--- src/rtl/qu_common.sv ---
// ============================================================================
// qu_common : shared types for the fetch/PC-counter slice
// Rev 1.0  initial release
// ============================================================================
`default_nettype none

package qu_common;

   localparam int c_PC_WIDTH    = 32;
   localparam int c_INSTR_WIDTH = 32;

   typedef logic [c_PC_WIDTH-1:0]    pc_t;
   typedef logic [c_INSTR_WIDTH-1:0] instr_t;

   typedef struct packed {
      pc_t    pc;
      instr_t instr;
   } fetch_entry_t;

endpackage

`default_nettype wire

--- src/rtl/qu_sync_fifo.sv ---
// ============================================================================
// qu_sync_fifo : synchronous FIFO with clear, async active-low reset
// Rev 1.0  initial release
// ============================================================================
`default_nettype none

module qu_sync_fifo #(
   parameter int WIDTH = 8,
   parameter int DEPTH = 4
) (
   input  logic                     clk,
   input  logic                     rst,
   input  logic                     clear,
   input  logic                     push,
   input  logic [WIDTH-1:0]         push_data,
   input  logic                     pop,
   output logic [WIDTH-1:0]         pop_data,
   output logic [$clog2(DEPTH):0]   count,
   output logic                     full,
   output logic                     empty
);

   localparam int c_PTR_W = (DEPTH > 1) ? $clog2(DEPTH) : 1;
   localparam int c_CNT_W = $clog2(DEPTH) + 1;
   localparam logic [c_PTR_W-1:0] c_PTR_LAST = c_PTR_W'(DEPTH - 1);
   localparam logic [c_PTR_W-1:0] c_PTR_ONE  = c_PTR_W'(1);
   localparam logic [c_CNT_W-1:0] c_CNT_ONE  = c_CNT_W'(1);
   localparam logic [c_CNT_W-1:0] c_CNT_FULL = c_CNT_W'(DEPTH);

   logic [WIDTH-1:0]   r_mem [DEPTH];
   logic [c_PTR_W-1:0] r_wr_ptr;
   logic [c_PTR_W-1:0] r_rd_ptr;
   logic [c_CNT_W-1:0] r_count;
   logic               w_push;
   logic               w_pop;

   assign empty    = (r_count == '0);
   assign full     = (r_count == c_CNT_FULL);
   assign count    = r_count;
   assign pop_data = r_mem[r_rd_ptr];

   // A push into a full FIFO is only taken when a pop frees the slot.
   assign w_pop  = pop && !empty;
   assign w_push = push && (!full || w_pop);

   always_ff @(posedge clk or negedge rst) begin
      if (!rst) begin
         r_wr_ptr <= '0;
         r_rd_ptr <= '0;
         r_count  <= '0;
      end else if (clear) begin
         r_wr_ptr <= '0;
         r_rd_ptr <= '0;
         r_count  <= '0;
      end else begin
         if (w_push) begin
            r_wr_ptr <= (r_wr_ptr == c_PTR_LAST) ? '0 : r_wr_ptr + c_PTR_ONE;
         end
         if (w_pop) begin
            r_rd_ptr <= (r_rd_ptr == c_PTR_LAST) ? '0 : r_rd_ptr + c_PTR_ONE;
         end
         unique case ({w_push, w_pop})
            2'b10:   r_count <= r_count + c_CNT_ONE;
            2'b01:   r_count <= r_count - c_CNT_ONE;
            default: r_count <= r_count;
         endcase
      end
   end

   always_ff @(posedge clk) begin
      if (w_push && !clear) begin
         r_mem[r_wr_ptr] <= push_data;
      end
   end

endmodule

`default_nettype wire

--- src/rtl/fetch_unit.sv ---
// ============================================================================
// fetch_unit : in-order instruction fetch with credit-based fetch queue
// Rev 1.0  initial release
// ============================================================================
`default_nettype none

module fetch_unit
   import qu_common::*;
#(
   parameter int PC_WIDTH        = c_PC_WIDTH,
   parameter int INSTR_WIDTH     = c_INSTR_WIDTH,
   parameter int FQ_DEPTH        = 4,
   parameter int MAX_OUTSTANDING = 4
) (
   input  logic                   clk,
   input  logic                   rst,
   input  logic [PC_WIDTH-1:0]    pc_in,
   output logic                   pc_en,
   input  logic                   flush,
   output logic                   imem_req_valid,
   input  logic                   imem_req_ready,
   output logic [PC_WIDTH-1:0]    imem_req_addr,
   input  logic                   imem_rsp_valid,
   input  logic [INSTR_WIDTH-1:0] imem_rsp_data,
   output logic                   dec_valid,
   input  logic                   dec_ready,
   output logic [PC_WIDTH-1:0]    dec_pc,
   output logic [INSTR_WIDTH-1:0] dec_instr
);

   localparam int c_FQ_CNT_W = $clog2(FQ_DEPTH) + 1;
   localparam int c_OS_CNT_W = $clog2(MAX_OUTSTANDING) + 1;
   localparam int c_SUM_W    = ((c_FQ_CNT_W > c_OS_CNT_W) ? c_FQ_CNT_W : c_OS_CNT_W) + 1;
   localparam logic [c_OS_CNT_W-1:0] c_OS_ONE = c_OS_CNT_W'(1);

   logic [c_OS_CNT_W-1:0] r_live_cnt;
   logic [c_OS_CNT_W-1:0] r_drop_cnt;
   logic [c_FQ_CNT_W-1:0] w_fq_count;
   logic [c_OS_CNT_W-1:0] w_tag_count;
   logic [c_SUM_W-1:0]    w_fq_plus_live;
   logic [c_SUM_W-1:0]    w_in_flight;
   logic                  w_fire;
   logic                  w_rsp_keep;
   logic                  w_dec_pop;
   logic                  w_fq_full;
   logic                  w_fq_empty;
   logic                  w_tag_full;
   logic                  w_tag_empty;
   pc_t                   w_tag_head;
   fetch_entry_t          w_fq_in;
   fetch_entry_t          w_fq_head;

   assign w_fq_plus_live = c_SUM_W'(w_fq_count) + c_SUM_W'(r_live_cnt);
   assign w_in_flight    = c_SUM_W'(r_live_cnt) + c_SUM_W'(r_drop_cnt);

   // Live requests reserve queue space so a kept response always has a slot.
   assign imem_req_valid = rst && !flush
                           && (w_fq_plus_live < c_SUM_W'(FQ_DEPTH))
                           && (w_in_flight < c_SUM_W'(MAX_OUTSTANDING));
   assign w_fire        = imem_req_valid && imem_req_ready;
   assign pc_en         = w_fire;
   assign imem_req_addr = pc_in;

   assign w_rsp_keep = imem_rsp_valid && !flush && (r_drop_cnt == '0);

   assign dec_valid = !w_fq_empty && !flush;
   assign w_dec_pop = dec_valid && dec_ready;
   assign dec_pc    = w_fq_head.pc;
   assign dec_instr = w_fq_head.instr;

   assign w_fq_in.pc    = w_tag_head;
   assign w_fq_in.instr = imem_rsp_data;

   qu_sync_fifo #(
      .WIDTH (PC_WIDTH),
      .DEPTH (MAX_OUTSTANDING)
   ) u_tag_fifo (
      .clk       (clk),
      .rst       (rst),
      .clear     (flush),
      .push      (w_fire),
      .push_data (pc_in),
      .pop       (w_rsp_keep),
      .pop_data  (w_tag_head),
      .count     (w_tag_count),
      .full      (w_tag_full),
      .empty     (w_tag_empty)
   );

   qu_sync_fifo #(
      .WIDTH ($bits(fetch_entry_t)),
      .DEPTH (FQ_DEPTH)
   ) u_fetch_queue (
      .clk       (clk),
      .rst       (rst),
      .clear     (flush),
      .push      (w_rsp_keep),
      .push_data (w_fq_in),
      .pop       (w_dec_pop),
      .pop_data  (w_fq_head),
      .count     (w_fq_count),
      .full      (w_fq_full),
      .empty     (w_fq_empty)
   );

   always_ff @(posedge clk or negedge rst) begin
      if (!rst) begin
         r_live_cnt <= '0;
         r_drop_cnt <= '0;
      end else if (flush) begin
         // Everything live becomes stale; a response landing now is one of them.
         r_live_cnt <= '0;
         r_drop_cnt <= r_drop_cnt + r_live_cnt
                       - {{(c_OS_CNT_W-1){1'b0}}, imem_rsp_valid};
      end else begin
         if (imem_rsp_valid && (r_drop_cnt != '0)) begin
            r_drop_cnt <= r_drop_cnt - c_OS_ONE;
         end
         unique case ({w_fire, w_rsp_keep})
            2'b10:   r_live_cnt <= r_live_cnt + c_OS_ONE;
            2'b01:   r_live_cnt <= r_live_cnt - c_OS_ONE;
            default: r_live_cnt <= r_live_cnt;
         endcase
      end
   end

   a_rsp_expected: assert property (@(posedge clk) disable iff (!rst)
      imem_rsp_valid |-> ((r_live_cnt != '0) || (r_drop_cnt != '0)));
   a_rsp_room: assert property (@(posedge clk) disable iff (!rst)
      w_rsp_keep |-> (!w_fq_full && !w_tag_empty));
   a_tag_room: assert property (@(posedge clk) disable iff (!rst)
      w_fire |-> !w_tag_full);
   a_tag_track: assert property (@(posedge clk) disable iff (!rst)
      w_tag_count == r_live_cnt);

endmodule

`default_nettype wire

--- config.mk ---
export PLATFORM = sky130hd
export DESIGN_NAME = fetch_unit
export DESIGN_NICKNAME = d
export VERILOG_FILES = /design/src/rtl/qu_common.sv /design/src/rtl/qu_sync_fifo.sv /design/src/rtl/fetch_unit.sv
export SDC_FILE = /design/constraint.sdc
export NUM_CORES = 1
export LEC_CHECK = 0
export ABC_AREA = 1
export BUFFER_PORTS_ARGS = -buffer_cell sky130_fd_sc_hd__buf_2
export CORE_MARGIN = 4
export CORE_UTILIZATION = 50
export CTS_CLUSTER_DIAMETER = 80
export DETAILED_ROUTE_END_ITERATION = 12
export PLACE_DENSITY = 0.81
export REMOVE_ABC_BUFFERS = 1
export SLEW_MARGIN = 20
export SYNTH_ARGS = -nofsm -noshare
export SYNTH_HDL_FRONTEND = slang
export SYNTH_SLANG_ARGS = --single-unit
--- constraint.sdc ---
create_clock -name clk -period 10.62 [get_ports clk]
set_input_delay 0.531 -clock clk [delete_from_list [all_inputs] [get_ports clk]]
set_output_delay 0.531 -clock clk [all_outputs]
set_load 0.02 [all_outputs]
### Yosys cells after proc, flatten, opt, wreduce, memory -nomap -nowiden

Memories as Yosys holds them, arrays and structs flattened.
Index checks and enable logic that the tools add are counted.

* bits in registers: 20
* memory bits (writable): 384
* input bits: 70
* output and inout bits: 99
* memories: 2

Memory list
* u_fetch_queue.r_mem: depth 4, bits a word 64, rd ports 1, clocked after memory_dff 0, write ports 1, RTL line qu_sync_fifo.sv:30 `logic [WIDTH-1:0] r_mem [DEPTH];`
* u_tag_fifo.r_mem: depth 4, bits a word 32, rd ports 1, clocked after memory_dff 0, write ports 1, RTL line qu_sync_fifo.sv:30

* $add $sub $neg: 15
* magnitude comparators: 2
* equal/unequal tests: 12
* mux-type cells: 24
* reductions and logical operators: 34

Operators with widths (count)
* 2-to-1 mux 2 bit: 12
* one-hot mux 3 bit (2 select lines): 3
* logical AND 1 bit: 15
* 2-to-1 mux 3 bit: 5
* == test 2 bit (second input constant): 7
* nonzero test 3 bit: 4
* subtractor 3 x 1 -> 3 bit (second input constant): 4
* nonzero test 2 bit: 5
* adder 3 x 1 -> 3 bit (second input constant): 3
* logical NOT 3 bit: 3
* adder 2 x 1 -> 2 bit (second input constant): 4
* adder 3 x 3 -> 4 bit: 2
* less-than comparator 4 x 3 -> 1 bit (second input constant): 2
* == test 2 x 1 -> 1 bit (second input constant): 3
* == test 3 bit (second input constant): 2
* logical NOT 1 bit: 5
* 2-to-1 mux 1 bit: 4
* adder 3 bit: 1
* subtractor 3 x 1 -> 3 bit: 1
* logical OR 1 bit: 2

### Longest topological paths before layout

Gate-level depths: netlist of run 1.

* depth in word-level cells: 10
* mapped depth: 13
* gate-level depth less buffers: 13

### By module

From an unflattened synthesis of run 1, not the netlist that was laid out.

* cells, all modules: 1179
* area, all modules: 16164.3 um^2

Modules (own cells, without submodules)
* qu_sync_fifo (u_fetch_queue): times used 1, cells an instance 687, area an instance 9994.6 um^2, sequential area each 7862.5 um^2
* qu_sync_fifo (u_tag_fifo): times used 1, cells an instance 377, area an instance 5250.0 um^2, sequential area each 4018.9 um^2
* fetch_unit: times used 1, cells an instance 115, area an instance 919.6 um^2, sequential area each 150.1 um^2

### Worst setup path after synthesis of run 1

Ideal clock, no wire load.

* path type: register -> register
* start point: register r_drop_cnt[0]
* end point: memory u_fetch_queue.r_mem[0][0] (netlist bit), enable pin
* arrival: 3.790 ns
* setup slack: 6.343 ns
* stages on the path, launching flop included: 7
* path buffers: 0
* clock period less this slack: 4.277 ns
* cell sequence: dfrtp_1 > inv_1 > ha_1 > nand2_1 > nor2_4 > nand2_1 > nor2_1

* cells in the longest elaborated chain, start to end: 6

RTL lines
* from (decl): RTL line fetch_unit.sv:37 `logic [c_OS_CNT_W-1:0] r_drop_cnt;`
* from (signal assigned): RTL line fetch_unit.sv:113 `r_drop_cnt <= r_drop_cnt + r_live_cnt`
* from (signal assigned): RTL line fetch_unit.sv:117 `r_drop_cnt <= r_drop_cnt - c_OS_ONE;`
* logical NOT 3 bit: RTL line fetch_unit.sv:64 `assign w_rsp_keep = imem_rsp_valid && !flush && (r_drop_cnt == '0);`
* logical AND 1 bit: RTL line fetch_unit.sv:64
* logical AND 1 bit: RTL line qu_sync_fifo.sv:44 `assign w_push = push && (!full || w_pop);`
* logical AND 1 bit: RTL line qu_sync_fifo.sv:71 `if (w_push && !clear) begin`
* 2-to-1 mux 1 bit: RTL line qu_sync_fifo.sv:71
* 2-to-1 mux 1 bit (not written as such): RTL line qu_sync_fifo.sv:72 `r_mem[r_wr_ptr] <= push_data;`
* to (decl): RTL line qu_sync_fifo.sv:30

No other way between the ends.

### Worst setup path after layout of run 1

* start point: register u_fetch_queue.r_rd_ptr[0]
* end point: output dec_pc[17]

* cells in the longest elaborated chain, start to end: 1

RTL lines
* from (decl): RTL line qu_sync_fifo.sv:32 `logic [c_PTR_W-1:0] r_rd_ptr;`
* from (signal assigned): RTL line qu_sync_fifo.sv:60 `r_rd_ptr <= (r_rd_ptr == c_PTR_LAST) ? '0 : r_rd_ptr + c_PTR_ONE;`
* memory read (4 x 64 bit)
* to (decl): RTL line fetch_unit.sv:27 `output logic [PC_WIDTH-1:0] dec_pc,`

No other way between the ends.

==> results.ini, run 1 <==
[status]
status=complete, no violations

[pwr]
seqPwrFrac_pct=47.7
swShare_pct=29.6
combPwrFrac_pct=19.9
p_sw_uw=1150
vdd_ir_drop_max_mv=0.125
cellLeakagePower_uw=0.00643
power_frac_clock_pct=32.5
p_int_uw=2740
p_per_area_mw_per_mm2=215

[drt]
routed_wl_mm=33.2
via_per_inst=5.62
initialDrtViolationCount=1005
wl_per_cell_um=19.2
ant_nets=0
vias=9687
firstDrtPassIters=7
route.detailed.drc=0

[place]
place.gp.congestion=0.842
placedCellCount=1651
dpl_cell_area_mm2=0.0169
port_buffers=168
dp.final_hpwl_mm=18.6
dp_slack_ns=7.42

[synthesis]
synth_area_leaders=edfxtp_1 (73%), o21ai_0 (6.4%), nor2_1 (5.0%)
synth_seq_cells=404
netlist.area_leader.share_pct=72.5
syn_avg_cell_area_um2=13.7
synthArstFlopShare_pct=4.95
synth_cell_types=34
synth-edff-count=384
ys.flop_type=edfxtp_1
seq_area_frac_synth_pct=75.7
synth.most_common_cell=edfxtp_1
synthCells=1165
synth_area_leader_cell=edfxtp_1
yosys_warnings=0
syn_area_mm2=0.0159
yosys-top-cells-count=edfxtp_1 (384), nor2_1 (212), o21ai_0 (204)

[clock_tree]
clk_path_buf_depth=3
cts-root-buf=clkbuf_16
cts_tree=built
htree_levels=2
clkLatencyLatePin_ns=0.52
cts_sinks=404
path_clk_slew_ns=0.06
cts_made_buffers=41

[layout]
syn_to_final_growth_pct=14.2
diodes=0
layout-drive-gt1-share_pct=19.9
nets=1388
fin_cells=1725
design_area_mm2=0.0182

[global_routing]
antenna_found_initial=0
grt_overflow=0
grt_pass1_vias=9458
grt_pass1_wl_mm=51.0
grt_usage_pct=18.4
grt_max_degree=103

[floorplanning]
rows=65
initial_core_util_pct=50.5
die_y_um=186
dieArea_mm2=0.0347
io_pins=169
die_w_um=186
core_area_mm2=0.0315

[setup_path]
startpoint_type=flip-flop
cp_max_fo=102
cp.required_ns=10.09
critPathArrivalTime_ns=3.25
worst_path_max_delay_cell=buf_4
path_cells=inv_4, buf_4, o21ai_0, o22ai_1, buf_2
worstSetupPathType=flip-flop to output port
slowest_delay_ns=0.78
cp-end-kind=output port

[sta]
rsz0062_at_grt=no
worst_pin_slew_ns=1.11
finalMaxSlewViolations=0
hold_viol=0
finalCritPeriodShare_pct=35.6
finClkSkew_ns=0.0151
fin_crit_ns=3.78
fin_setup_tns_ns=0
fmax_mhz=264
fin_ws_ns=6.84
setup_viol_count_final=0
relSlewSlack_pct=26.2

[job]
max_cap_violations=0

[worst_hold_path]
hold_class=primary input to flip-flop

critical path: cells and delay by family (launching register included):
kind | cells | cell delay, ns
flops | 1 | 0.71
buf+inv | 3 | 1.34
compound gates | 2 | 0.55
sequential cells by signal, indices dropped and copies added (netlist names):
signal / cells
u_fetch_queue.count: 3
u_fetch_queue.r_wr_ptr: 2
u_tag_fifo.r_mem: 128
r_drop_cnt: 3
u_tag_fifo.r_wr_ptr: 2
u_fetch_queue.r_rd_ptr: 2
u_fetch_queue.r_mem: 256
u_tag_fifo.count: 3
u_tag_fifo.r_rd_ptr: 2
r_live_cnt: 3
final timing paths:
kind                       depth (start not counted)                      start  slack, ns                          to
min reg2reg                                        2        u_tag_fifo.count[0]       0.53         u_tag_fifo.count[0]
max reg2reg                                        8              r_live_cnt[2]       7.67     u_tag_fifo.r_mem[1][22]
min in group asynchronous                          2                        rst       0.51               r_drop_cnt[0]
max in group asynchronous                          2                        rst       9.72   u_fetch_queue.r_rd_ptr[0]
min                                                1          imem_rsp_data[22]       0.22  u_fetch_queue.r_mem[2][22]
max                                                5  u_fetch_queue.r_rd_ptr[0]       6.84                  dec_pc[17]
per-stage QoR:
step	hold slack (ns)	total power (uW)	util, %
after floorplan	0.235	2360	-
after CTS	0.200	3920	57.4
final	0.219	3900	57.7
after global routing	0.200	4070	57.7
after global placement	0.494	2640	53.7
after detailed placement	0.500	2660	53.7
metal layers:
metal / routed length (um) / part of all wire [%] / up-vias / track usage, %
li1: - / - / 4523 / -
met1: 13700 / 41 / 4740 / 25.3
met2: 16400 / 50 / 381 / 30.5
met3: 2390 / 7.2 / 43 / 3.37
met4: 631 / 1.9 / 0 / 5.55
met5: 0 / 0 / - / 0
cells by family after synthesis:
| group | count (synthesis) | synth area share (%) |
|---|---|---|
| buffers and inverters | 135 | 4.09 |
| xor gates and xnor gates | 7 | 0.386 |
| DFF | 404 | 75.7 |
| AOI/OAI and AO/OA | 313 | 10.8 |
| adders and majority gates | 22 | 1.92 |
| and+or+nand+nor | 284 | 7.18 |
repair_timing:
| item | in CTS | in global routing |
|---|---|---|
| setup buffers | 0 | 0 |
| endpoints found under the hold margin | 20 | 0 |
| resized for setup | 0 | 0 |
| hold buffers | 1 | 0 |
power by group through the flow:
stage / Sequential (uW) / Combinational (uW) / Clock (uW)
6_report: 1860 / 774 / 1260
5_1_grt: 1860 / 854 / 1360
4_1_cts: 1860 / 779 / 1290
3_5_place_dp: 1890 / 775 / 0
3_3_place_gp: 1890 / 753 / 0
2_1_floorplan: 1900 / 464 / 0
cell type report:
class / instances / area [um2]
Clock buffer: 46 / 1040
Clock inverter: 24 / 126
Fill cell: 2366 / 13300
Inverter: 41 / 156
Multi-Input combinational cell: 626 / 3280
Sequential cell: 404 / 12000
Tap cell: 402 / 503
Timing Repair Buffer: 182 / 1010
cells in the final DEF (no fill, tap or decap), drive strengths merged, types with 2 or more instances in the layout:
cell and instances:
a21oi 6, inv 45, nand3 14, nand2 50, edfxtp 384, o31ai 3
ha 18, buf 181, xnor2 3, dfrtp 20, nor2 216, nand4 2
a31oi 2, clkbuf 46, o22ai 96, clkinv 19, xor2 4, o21ai 205
fa 4
No activity file was read; power rests on OpenSTA's default activity.
==> run 2: changes to the inputs <==
==> constraint.sdc (replaced) <==
create_clock -name clk -period 3.68 [get_ports clk]
set_input_delay 0.184 -clock clk [delete_from_list [all_inputs] [get_ports clk]]
set_output_delay 0.184 -clock clk [all_outputs]
set_load 0.02 [all_outputs]
==> results.ini, run 2 (same netlist as run 1, synthesis figures left out) <==
[status]
status=complete, no violations

[clock_tree]
cts_sinks=404
htree_levels=2
clkLatencyLatePin_ns=0.54
path_clk_slew_ns=0.06
cts_tree=built
clk_path_buf_depth=3
cts-root-buf=clkbuf_16
cts_resized=0
cts_made_buffers=40
postCtsSetupBuffers=0

[pwr]
p_int_uw=8260
combPwrFrac_pct=19.9
seqPwrFrac_pct=45.8
p_sw_uw=3430
p_per_area_mw_per_mm2=615
swShare_pct=29.4
power_frac_clock_pct=34.3
cellLeakagePower_uw=0.00678
vdd_ir_drop_max_mv=0.356
totalPowerFinal_uw=11700

[drt]
dr.max_layer_used=met4
firstDrtPassIters=5
routed_wl_mm=35.1
vias=10100
dr_wl_met2_mm=17.2
ant_nets=0
via_per_inst=5.63
initialDrtViolationCount=1271
route.detailed.drc=0
wl_per_cell_um=19.5
routed-wl-met3_mm=2.89
wl_met1_mm=14.4

[setup_path]
cp_max_fo=74
worstSetupStartpoint=u_fetch_queue.r_rd_ptr[0]
worstSetupPathType=flip-flop to output port
cp.required_ns=3.50
startpoint_type=flip-flop
critPathArrivalTime_ns=3.06
rr_startpoint=r_drop_cnt[0]
cp-end-kind=output port

[worst_hold_path]
hp-start=dec_ready
hold_class=primary input to flip-flop

[global_routing]
grt_overflow=0
grt_usage_pct=19.8
antenna_found_initial=0
grt_max_degree=75
grt_pass1_vias=10100
grt_pass1_wl_mm=55.2

[layout]
syn_to_final_growth_pct=19.5
largest-register=u_fetch_queue.r_mem
layout-drive-gt1-share_pct=19.9
nets=1457
reg_top3=u_fetch_queue.r_mem x256, u_tag_fifo.r_mem x128
n_fill_cell=2209
seqCellArea_mm2=0.0120
final_cell_mix=edfxtp_1 (384), nor2_1 (204), o21ai_0 (204)
design_area_mm2=0.0190
largest_reg_flops=256
layout_commonest_cell=edfxtp_1
multi_input_area_mm2=0.00328
diodes=0

[job]
max_cap_violations=0

[sta]
relSlewSlack_pct=28.1
fmax_mhz=308
hold_slack_ns=0.0355
fin_crit_ns=3.25
worst_pin_slew_ns=1.08
rsz0062_at_grt=no
finalMaxSlewViolations=0
setup_viol_count_final=0
finClkSkew_ns=0.0237
hold_viol=0
finalCritPeriodShare_pct=88.2

[floorplanning]
die_y_um=186
rows=65
io_pins=169
dieArea_mm2=0.0347
core_area_mm2=0.0315
die_w_um=186
initial_core_util_pct=50.5

[place]
dpl_cell_area_mm2=0.0170
dp.final_hpwl_mm=20.0
port_buffers=168
place.gp.congestion=0.852

run 2: cell types whose count changed in the layout (fill, tap and decap cells not counted), sizes merged:
cell	change
dlygate4sd3	+64
clkinvlp	+2
buf	+6
clkinv	-3
inv	-1
bufinv	+4
run 2: through the flow:
step / instances / TNS, ns / setup slack, ns / utilization (%)
global placement: 1660 / 0 / 1.07 / 54.2
CTS: 1797 / 0 / 0.477 / 60.4
finish: 1797 / 0 / 0.433 / 60.4
global route: 1797 / 0 / 0.303 / 60.4
detailed placement: 1660 / 0 / 0.994 / 54.2
floorplan: 1071 / -223.25 / -1.09 / -
run 2: cell type report:
| type | instances | area share [%] |
|---|---|---|
| flip-flops and latches | 404 | 63.4 |
| repair buffers | 252 | 9.06 |
| inverters | 41 | 0.823 |
| clock inverters | 26 | 1.33 |
| multi-input cells | 626 | 17.3 |
| clock buffers | 46 | 5.50 |
| well taps | 402 | 2.65 |
run 2: worst max-delay path, cell delays in order (launching register included):
cell and delay [ns]:
dfrtp_4 0.82, buf_4 0.70, o21ai_0 0.24, o22ai_1 0.43
buf_2 0.25
run 2: power by group through the flow:
stage,Sequential [uW],Clock (uW),Combinational [uW]
after global placement,5440,0,2180
after CTS,5350,4050,2320
after detailed placement,5450,0,2240
after floorplan,5470,0,1340
after global routing,5370,4270,2550
final,5360,4010,2320
run 2: repair_timing:
item                                    in CTS  in global routing
hold buffers                                65                  0
endpoints found under the setup margin       0                  0
hold endpoints to repair                   276                  0
run 2: metal layers:
layer | track usage (%) | vias to the layer above
met4 | 4.84 | 0
met1 | 27.3 | 4967
li1 | - | 4646
met5 | 0 | -
met3 | 4.13 | 49
met2 | 32.9 | 453
run 2: final timing paths:
path	slack (ns)	to	depth (start not counted)
worst max-delay path	0.43	dec_pc[30]	4
worst min-delay path	0.04	u_fetch_queue.r_rd_ptr[1]	3
worst max register to register	1.01	u_fetch_queue.r_mem[3][50]	7
worst min register to register	0.51	u_tag_fifo.count[0]	2
max in group asynchronous	3.12	u_fetch_queue.r_rd_ptr[0]	2
min in group asynchronous	0.16	r_drop_cnt[1]	2
